## config.mk

```make
export PLATFORM = sky130hd
export DESIGN_NAME = game_flow_ctrl
export DESIGN_NICKNAME = d
export VERILOG_FILES = /design/src/rtl/game_flow_ctrl.sv
export SDC_FILE = /design/constraint.sdc
export NUM_CORES = 1
export LEC_CHECK = 0
export BUFFER_PORTS_ARGS = -buffer_cell sky130_fd_sc_hd__buf_2
export CAP_MARGIN = 20
export CORE_MARGIN = 5
export CORE_UTILIZATION = 30
export CTS_BUF_LIST = sky130_fd_sc_hd__clkbuf_16
export DETAILED_ROUTE_END_ITERATION = 10
export RECOVER_POWER = 25
export SYNTH_ARGS = -nofsm -noshare
export SYNTH_HDL_FRONTEND = slang
export SYNTH_SLANG_ARGS = --single-unit
```

## constraint.sdc

```tcl
create_clock -name clk -period 3.3 [get_ports clk]
set_input_delay 0.165 -clock clk [delete_from_list [all_inputs] [get_ports clk]]
set_output_delay 0.165 -clock clk [all_outputs]
set_load 0.02 [all_outputs]
```

## src/rtl/game_flow_ctrl.sv

```systemverilog
// Game-flow sequencer: paces snake ticks from vsync frames and tracks lives, score, level and dropped ticks.
// All outputs are registered; o_tick follows the frame boundary by one cycle.
module game_flow_ctrl #(
    parameter int LIVES            = 3,
    parameter int SCORE_W          = 8,
    parameter int LEVEL_W          = 3,
    parameter int APPLES_PER_LEVEL = 4,
    parameter int BASE_PERIOD      = 16,
    parameter int PERIOD_STEP      = 2,
    parameter int MIN_PERIOD       = 2,
    parameter int DEATH_FRAMES     = 60
) (
    input  logic               clk,
    input  logic               rst_n,
    input  logic               i_restart,
    input  logic               i_start,
    input  logic               i_pause,
    input  logic               i_frame,
    input  logic               i_ready,
    input  logic               i_tick_done,
    input  logic               i_eat,
    input  logic               i_failure,
    input  logic               i_success,
    output logic               o_tick,
    output logic               o_round_rst,
    output logic [2:0]         o_state,
    output logic [SCORE_W-1:0] o_score,
    output logic [LEVEL_W-1:0] o_level,
    output logic [2:0]         o_lives,
    output logic [7:0]         o_dropped
);

    typedef enum logic [2:0] {
        IDLE  = 3'd0,
        RUN   = 3'd1,
        PAUSE = 3'd2,
        DYING = 3'd3,
        OVER  = 3'd4,
        WON   = 3'd5
    } state_t;

    localparam logic [15:0] SPAN = 16'(BASE_PERIOD - MIN_PERIOD);

    state_t             state, state_n;
    logic [7:0]         frame_cnt, frame_cnt_n;
    logic [7:0]         period_q, period_q_n;
    logic [7:0]         apple_cnt, apple_cnt_n;
    logic               busy, busy_n;
    logic [SCORE_W-1:0] score, score_n;
    logic [LEVEL_W-1:0] level, level_n;
    logic [2:0]         lives, lives_n;
    logic [7:0]         dropped, dropped_n;
    logic               tick, tick_n;
    logic               round_rst, round_rst_n;

    logic [15:0]        lvl_step;
    logic [7:0]         period;
    logic [7:0]         frame_inc;
    logic [7:0]         apple_inc;
    logic               busy_eff;

    // Compared in 16 bits so a large level never wraps below the floor.
    assign lvl_step = 16'(level) * 16'(PERIOD_STEP);

    always_comb begin
        if (lvl_step >= SPAN) begin
            period = 8'(MIN_PERIOD);
        end else begin
            period = 8'(BASE_PERIOD) - lvl_step[7:0];
        end
    end

    assign frame_inc = frame_cnt + 8'd1;
    assign apple_inc = apple_cnt + 8'd1;
    assign busy_eff  = busy & ~i_tick_done;

    always_comb begin
        state_n     = state;
        frame_cnt_n = frame_cnt;
        period_q_n  = period_q;
        apple_cnt_n = apple_cnt;
        busy_n      = busy;
        score_n     = score;
        level_n     = level;
        lives_n     = lives;
        dropped_n   = dropped;
        tick_n      = 1'b0;
        round_rst_n = 1'b0;

        case (state)
            IDLE: begin
                if (i_start) begin
                    state_n     = RUN;
                    frame_cnt_n = 8'd0;
                    period_q_n  = period;
                end
            end
            RUN, PAUSE: begin
                busy_n = busy_eff;
                if (state == RUN) begin
                    if (i_pause) begin
                        state_n = PAUSE;
                    end else if (i_frame) begin
                        // Period is sampled at each boundary so a level-up takes effect one interval later.
                        if (frame_inc >= period_q) begin
                            frame_cnt_n = 8'd0;
                            period_q_n  = period;
                            if (!busy_eff && i_ready) begin
                                tick_n = 1'b1;
                                busy_n = 1'b1;
                            end else if (dropped != 8'hFF) begin
                                dropped_n = dropped + 8'd1;
                            end
                        end else begin
                            frame_cnt_n = frame_inc;
                        end
                    end
                end else if (!i_pause) begin
                    state_n = RUN;
                end

                if (i_eat) begin
                    if (score != {SCORE_W{1'b1}}) begin
                        score_n = score + SCORE_W'(1);
                    end
                    if (apple_inc >= 8'(APPLES_PER_LEVEL)) begin
                        apple_cnt_n = 8'd0;
                        if (level != {LEVEL_W{1'b1}}) begin
                            level_n = level + LEVEL_W'(1);
                        end
                    end else begin
                        apple_cnt_n = apple_inc;
                    end
                end

                if (i_failure) begin
                    lives_n = lives - 3'd1;
                    busy_n  = 1'b0;
                    tick_n  = 1'b0;
                    if (lives == 3'd1) begin
                        state_n = OVER;
                    end else begin
                        state_n     = DYING;
                        frame_cnt_n = 8'd0;
                    end
                end else if (i_success) begin
                    state_n = WON;
                    busy_n  = 1'b0;
                    tick_n  = 1'b0;
                end
            end
            DYING: begin
                if (i_frame) begin
                    if (frame_inc >= 8'(DEATH_FRAMES)) begin
                        round_rst_n = 1'b1;
                        busy_n      = 1'b0;
                        frame_cnt_n = 8'd0;
                        state_n     = IDLE;
                    end else begin
                        frame_cnt_n = frame_inc;
                    end
                end
            end
            default: begin
                state_n = state;
            end
        endcase
    end

    always_ff @(posedge clk) begin
        if (!rst_n || i_restart) begin
            state     <= IDLE;
            frame_cnt <= 8'd0;
            period_q  <= 8'(BASE_PERIOD);
            apple_cnt <= 8'd0;
            busy      <= 1'b0;
            score     <= '0;
            level     <= '0;
            lives     <= 3'(LIVES);
            dropped   <= 8'd0;
            tick      <= 1'b0;
            round_rst <= 1'b0;
        end else begin
            state     <= state_n;
            frame_cnt <= frame_cnt_n;
            period_q  <= period_q_n;
            apple_cnt <= apple_cnt_n;
            busy      <= busy_n;
            score     <= score_n;
            level     <= level_n;
            lives     <= lives_n;
            dropped   <= dropped_n;
            tick      <= tick_n;
            round_rst <= round_rst_n;
        end
    end

    assign o_tick      = tick;
    assign o_round_rst = round_rst;
    assign o_state     = state;
    assign o_score     = score;
    assign o_level     = level;
    assign o_lives     = lives;
    assign o_dropped   = dropped;

endmodule

```

Word-level counts from Yosys, hierarchy flattened

Index checks and enable logic that the tools add are counted.

Bits in registers: 52
Bits of input ports: 11
Logic and storage cells: 107

$add $sub $neg: 7
Order comparisons: 4
Equality and inequality tests: 16
Mux-type cells: 40
Bitwise logic cells: 9
Reductions and logical operators: 20

Operators by type and width:

| operator                                                          | number |
|---|---|
| 2-to-1 mux 8 bit                                                  | 16 |
| adder 8 x 1 -> 8 bit, second input constant                       | 4 |
| 2-to-1 mux 3 bit                                                  | 9 |
| one-hot mux 8 bit (3 select lines)                                | 1 |
| inequality test 8 bit, second input constant                      | 2 |
| one-hot mux 8 bit (2 select lines)                                | 1 |
| inequality test 2 bit, second input constant                      | 7 |
| AND reduction 6 bit                                               | 2 |
| 2-to-1 mux 1 bit                                                  | 11 |
| inequality test 5 bit, second input constant                      | 2 |
| one-hot mux 3 bit (3 select lines)                                | 1 |
| AND reduction 3 bit                                               | 3 |
| greater-or-equal comparator 8 x 3 -> 1 bit, second input constant | 1 |
| greater-or-equal comparator 8 x 6 -> 1 bit, second input constant | 1 |
| greater-or-equal comparator 8 bit                                 | 1 |
| NOT 1 bit                                                         | 8 |
| OR reduction 8 bit                                                | 1 |
| AND reduction 7 bit                                               | 1 |
| equality test 3 x 1 -> 1 bit, second input constant               | 2 |
| equality test 3 x 2 -> 1 bit, second input constant               | 2 |
| subtractor 5 x 4 -> 6 bit, first input constant                   | 1 |
| greater-or-equal comparator 4 bit, second input constant          | 1 |
| AND reduction 2 bit                                               | 2 |
| AND reduction 4 bit                                               | 1 |
| 13 further kinds                                                  | 15 |

Depth between registers and ports, before layout

Word-level depth: 12
Mapped depth: 10
Mapped depth without buffers: 10

Worst setup path after synthesis

No wires, ideal clock.

Kind: register to register
From: register frame_cnt[0]
To: register dropped[5] (netlist: o_dropped[5])
Arrival: 2.407 ns
Data required time: 3.177 ns
Setup slack: 0.770 ns
Stages on the path, launching flop included: 11
Path buffers: 0
Clock period less this slack: 2.530 ns
Path through: dfxtp_1 ha_1 nand3_1 xnor2_1 ha_1 a21oi_1 nand2_1 nor4_4 a211oi_2 nand3_1 mux2_1

Cells in the longest elaborated chain, start to end: 3

Ends and longest elaborated chain:

| item                              | RTL line | source |
|---|---|---|
| start: declaration                | 45       | `logic [7:0] frame_cnt, frame_cnt_n;` |
| start signal: assignment          | 185      | `frame_cnt <= frame_cnt_n;` |
| adder 8 x 1 -> 8 bit              | 73       | `assign frame_inc = frame_cnt + 8'd1;` |
| greater-or-equal comparator 8 bit | 105      | `if (frame_inc >= period_q) begin` |
| AND reduction 7 bit (no line)     | --       |  |
| end signal: assignment            | 192      | `dropped <= dropped_n;` |
| end: declaration                  | 52       | `logic [7:0] dropped, dropped_n;` |

No other way between the ends.
A chain may end at the register's enable or synchronous reset.

Worst setup path after layout

Ends and elaborated chain as after synthesis.

==> run metrics <==
startpoint types flop; post-synthesis register bit count 48; Via Count 2384; Max Fanout on Critical Path 8; initial core utilization 30.9%; register area share after synthesis 35.7%; warnings from Yosys 0; Reg2Reg Depth 10; Multi-input gate area 0.00162 sq mm; DP Wirelength 4680 um; gpl congestion 0.867; 1st-pass router iterations 6; CTS tree built; setup slack at placement 444 ps; Post-synth EDFFs 0; Worst EP arrival 3110 ps; Worst-path clk slew 60 ps; Tightest Hold Check Type input pin to flop; die height 105 um; # resized after CTS 0; die area 0.0110 sq mm; Total Routing Usage GR 11.4%; FILL cells 917; Final period util 89.0%; worst setup path start frame_cnt[0]; Placed Instances 447; fin crit period 2940 ps; LEAKAGE 1.27 nW; Synth top area share 35.7%; Slew @ Worst Pin 560 ps; Ant. Diodes 0; RR Endpoint o_dropped[5]; r2r setup slk 360 ps; IO Count 38; pwr/cell area 379 mW/mm^2; RSZ-0062 raised after global routing no; Post-synth top flop dfxtp_1; first-pass GRT wire length 10800 um; Clock Sinks 48; final setup fails 0; Post-Syn Area 0.00270 sq mm; Syn Inst Count 309; cell-by-cell trace of the critical path ha_1, nand3_1, xnor2_1, ha_1, a21oi_1, nand2_1, nor4_4, a211oi_2, nand3_1, mux2_1; max-slew violation count 0; FFs w/ async S/R, synth 0%; detailed-route DRC error count 0; fmax 0.340 GHz; outcome completed; buffer depth of the longest clock path 2; layout cells sized above 1 15.0%; Core ar. 0.00872 sq mm; Setup crit end o_dropped[5]; setup repair bufs after CTS 0; Critical Path End Type flop; clk_skew 5.53 ps; post-synth top area cell dfxtp_1; Critical Setup Path Class flop to flop; Max-Cap Viols 0; maximum vdd drop 0.186 mV; Post-synth top cells 48 x dfxtp_1, 27 x nor2_1, 24 x nand2_1; Area contributors post-synth dfxtp_1 36%, ha_1 6.5%, nor2_1 3.8%; critical path's slowest cell dfxtp_1; total CTS buffers 5; # port buffers 37; Max-slew headroom 62.2%; # nets final 372; Area growth, synth to finish 14.5%; number of global-route vias before repair 2251; aggregate global routing overflow 0; Cell variety after synth 63; Register Area 961 sq um; final setup margin 362 ps; Row Count 34; most numerous cell in the Yosys netlist dfxtp_1; Post-CTS Hold Buffers 0; PnR Total Power 1.17 mW; CTS H-tree lvls 2; final core utilization 35.4%; via/cell ratio 5.24; Avg Cell Area, Syn 8.72 sq um; antenna-violating nets left 0; Post-Layout Cell Count 455; Routed WL 6390 um; Iter 0 DRT Violations 117; largest net degree at the start of global routing 24; net count after synthesis 334; R2R Path Start frame_cnt[0]; Die W 105 um; Final Hold Violating Endpoints 0; WL/cell 14.0 um; root buf cell clkbuf_16; max incr delay on CP 430 ps; initial antenna violation count 0; clk_lat worst skew 280 ps; Final TNS setup 0 ps; Data required, critical path 3470 ps
-- cell families after synthesis --
kind of cell	after synthesis	synth area share (%)
buffers and inverters	22	4.41
flip-flops	48	35.7
XOR/XNOR	16	5.20
AO/OA/AOI/OAI	66	17.5
adder cells (fa/ha/maj)	14	6.50
multiplexers	9	3.48
AND/OR/NAND/NOR	134	27.2
-- report_power, final --
group,internal [mW],switching (mW),leakage [nW],total (mW)
Clock,0.273,0.207,0.0709,0.480
Sequential,0.584,0.00650,0.387,0.591
Combinational,0.0355,0.0645,0.815,0.100
-- layout by cell type (no fill, tap or decap), types with 3 or more instances in the layout --
cell / netlist / layout
nand3_1: 19 / 19
o211ai_1: 4 / 4
nor2_1: 27 / 27
o21ai_0: 11 / 11
o21a_1: 3 / 3
buf_4: 0 / 5
a31oi_1: 7 / 7
nor3_1: 7 / 7
clkbuf_1: 6 / 18
dfxtp_1: 48 / 48
inv_1: 11 / 12
mux2i_1: 6 / 6
and3_1: 12 / 12
xor2_1: 7 / 7
buf_2: 1 / 19
ha_1: 14 / 14
xnor2_1: 9 / 9
and2_1: 6 / 6
nand2_1: 24 / 24
nand2b_1: 7 / 7
clkbuf_16: 0 / 5
a311oi_1: 3 / 3
nand4_1: 7 / 7
a21oi_1: 13 / 13
and3_2: 3 / 3
-- stage by stage --
step	hold slack, ps	area (sq um)
final	160	3090
after global routing	176	3090
after CTS	156	3100
after floorplan	301	2700
after detailed placement	451	2970
after global placement	447	2970
-- how the worst min path moves through the flow --
stage | from | end | slack (ps) | cells past startpoint
2_1_floorplan | i_ready | o_tick | 300 | 2
3_3_place_gp | i_frame | o_round_rst | 450 | 2
3_5_place_dp | i_frame | o_round_rst | 450 | 2
4_1_cts | i_frame | o_round_rst | 160 | 2
5_1_grt | i_frame | o_round_rst | 180 | 2
6_report | i_frame | o_round_rst | 160 | 2
-- worst max-delay path: cells and delay by family, from the launching register on --
kind	cells	cell delay (ps)
AND/OR/NAND/NOR	4	850
multiplexers	1	310
AO/OA/AOI/OAI	2	330
XOR/XNOR	1	260
adder cells (fa/ha/maj)	2	640
flip-flops	1	430
-- registers in the layout, indices dropped and copies added, names as in the netlist --
| signal | count |
|---|---|
| apple_cnt | 8 |
| frame_cnt | 8 |
| o_dropped | 8 |
| o_score | 8 |
| period_q | 4 |
| o_level | 3 |
| o_lives | 3 |
| o_state | 3 |
| busy | 1 |
| o_round_rst | 1 |
| o_tick | 1 |
-- cell type report --
type                    instances  area share (%)
inverters                      11            1.34
clock buffers                   5            4.05
multi-input cells             239            52.3
repair buffers                 42            6.49
clock inverters                 2           0.284
well taps                     108            4.38
flip-flops and latches         48            31.1
-- routing by layer --
layer | GRT usage [%] | share of wire [%] | wire length, um
met4 | 3.20 | 0.78 | 50
met1 | 16.2 | 51 | 3270
met3 | 1.85 | 3.7 | 236
met5 | 0 | 0 | 0
met2 | 17.9 | 44 | 2830
(Power assumes the default switching activity.)
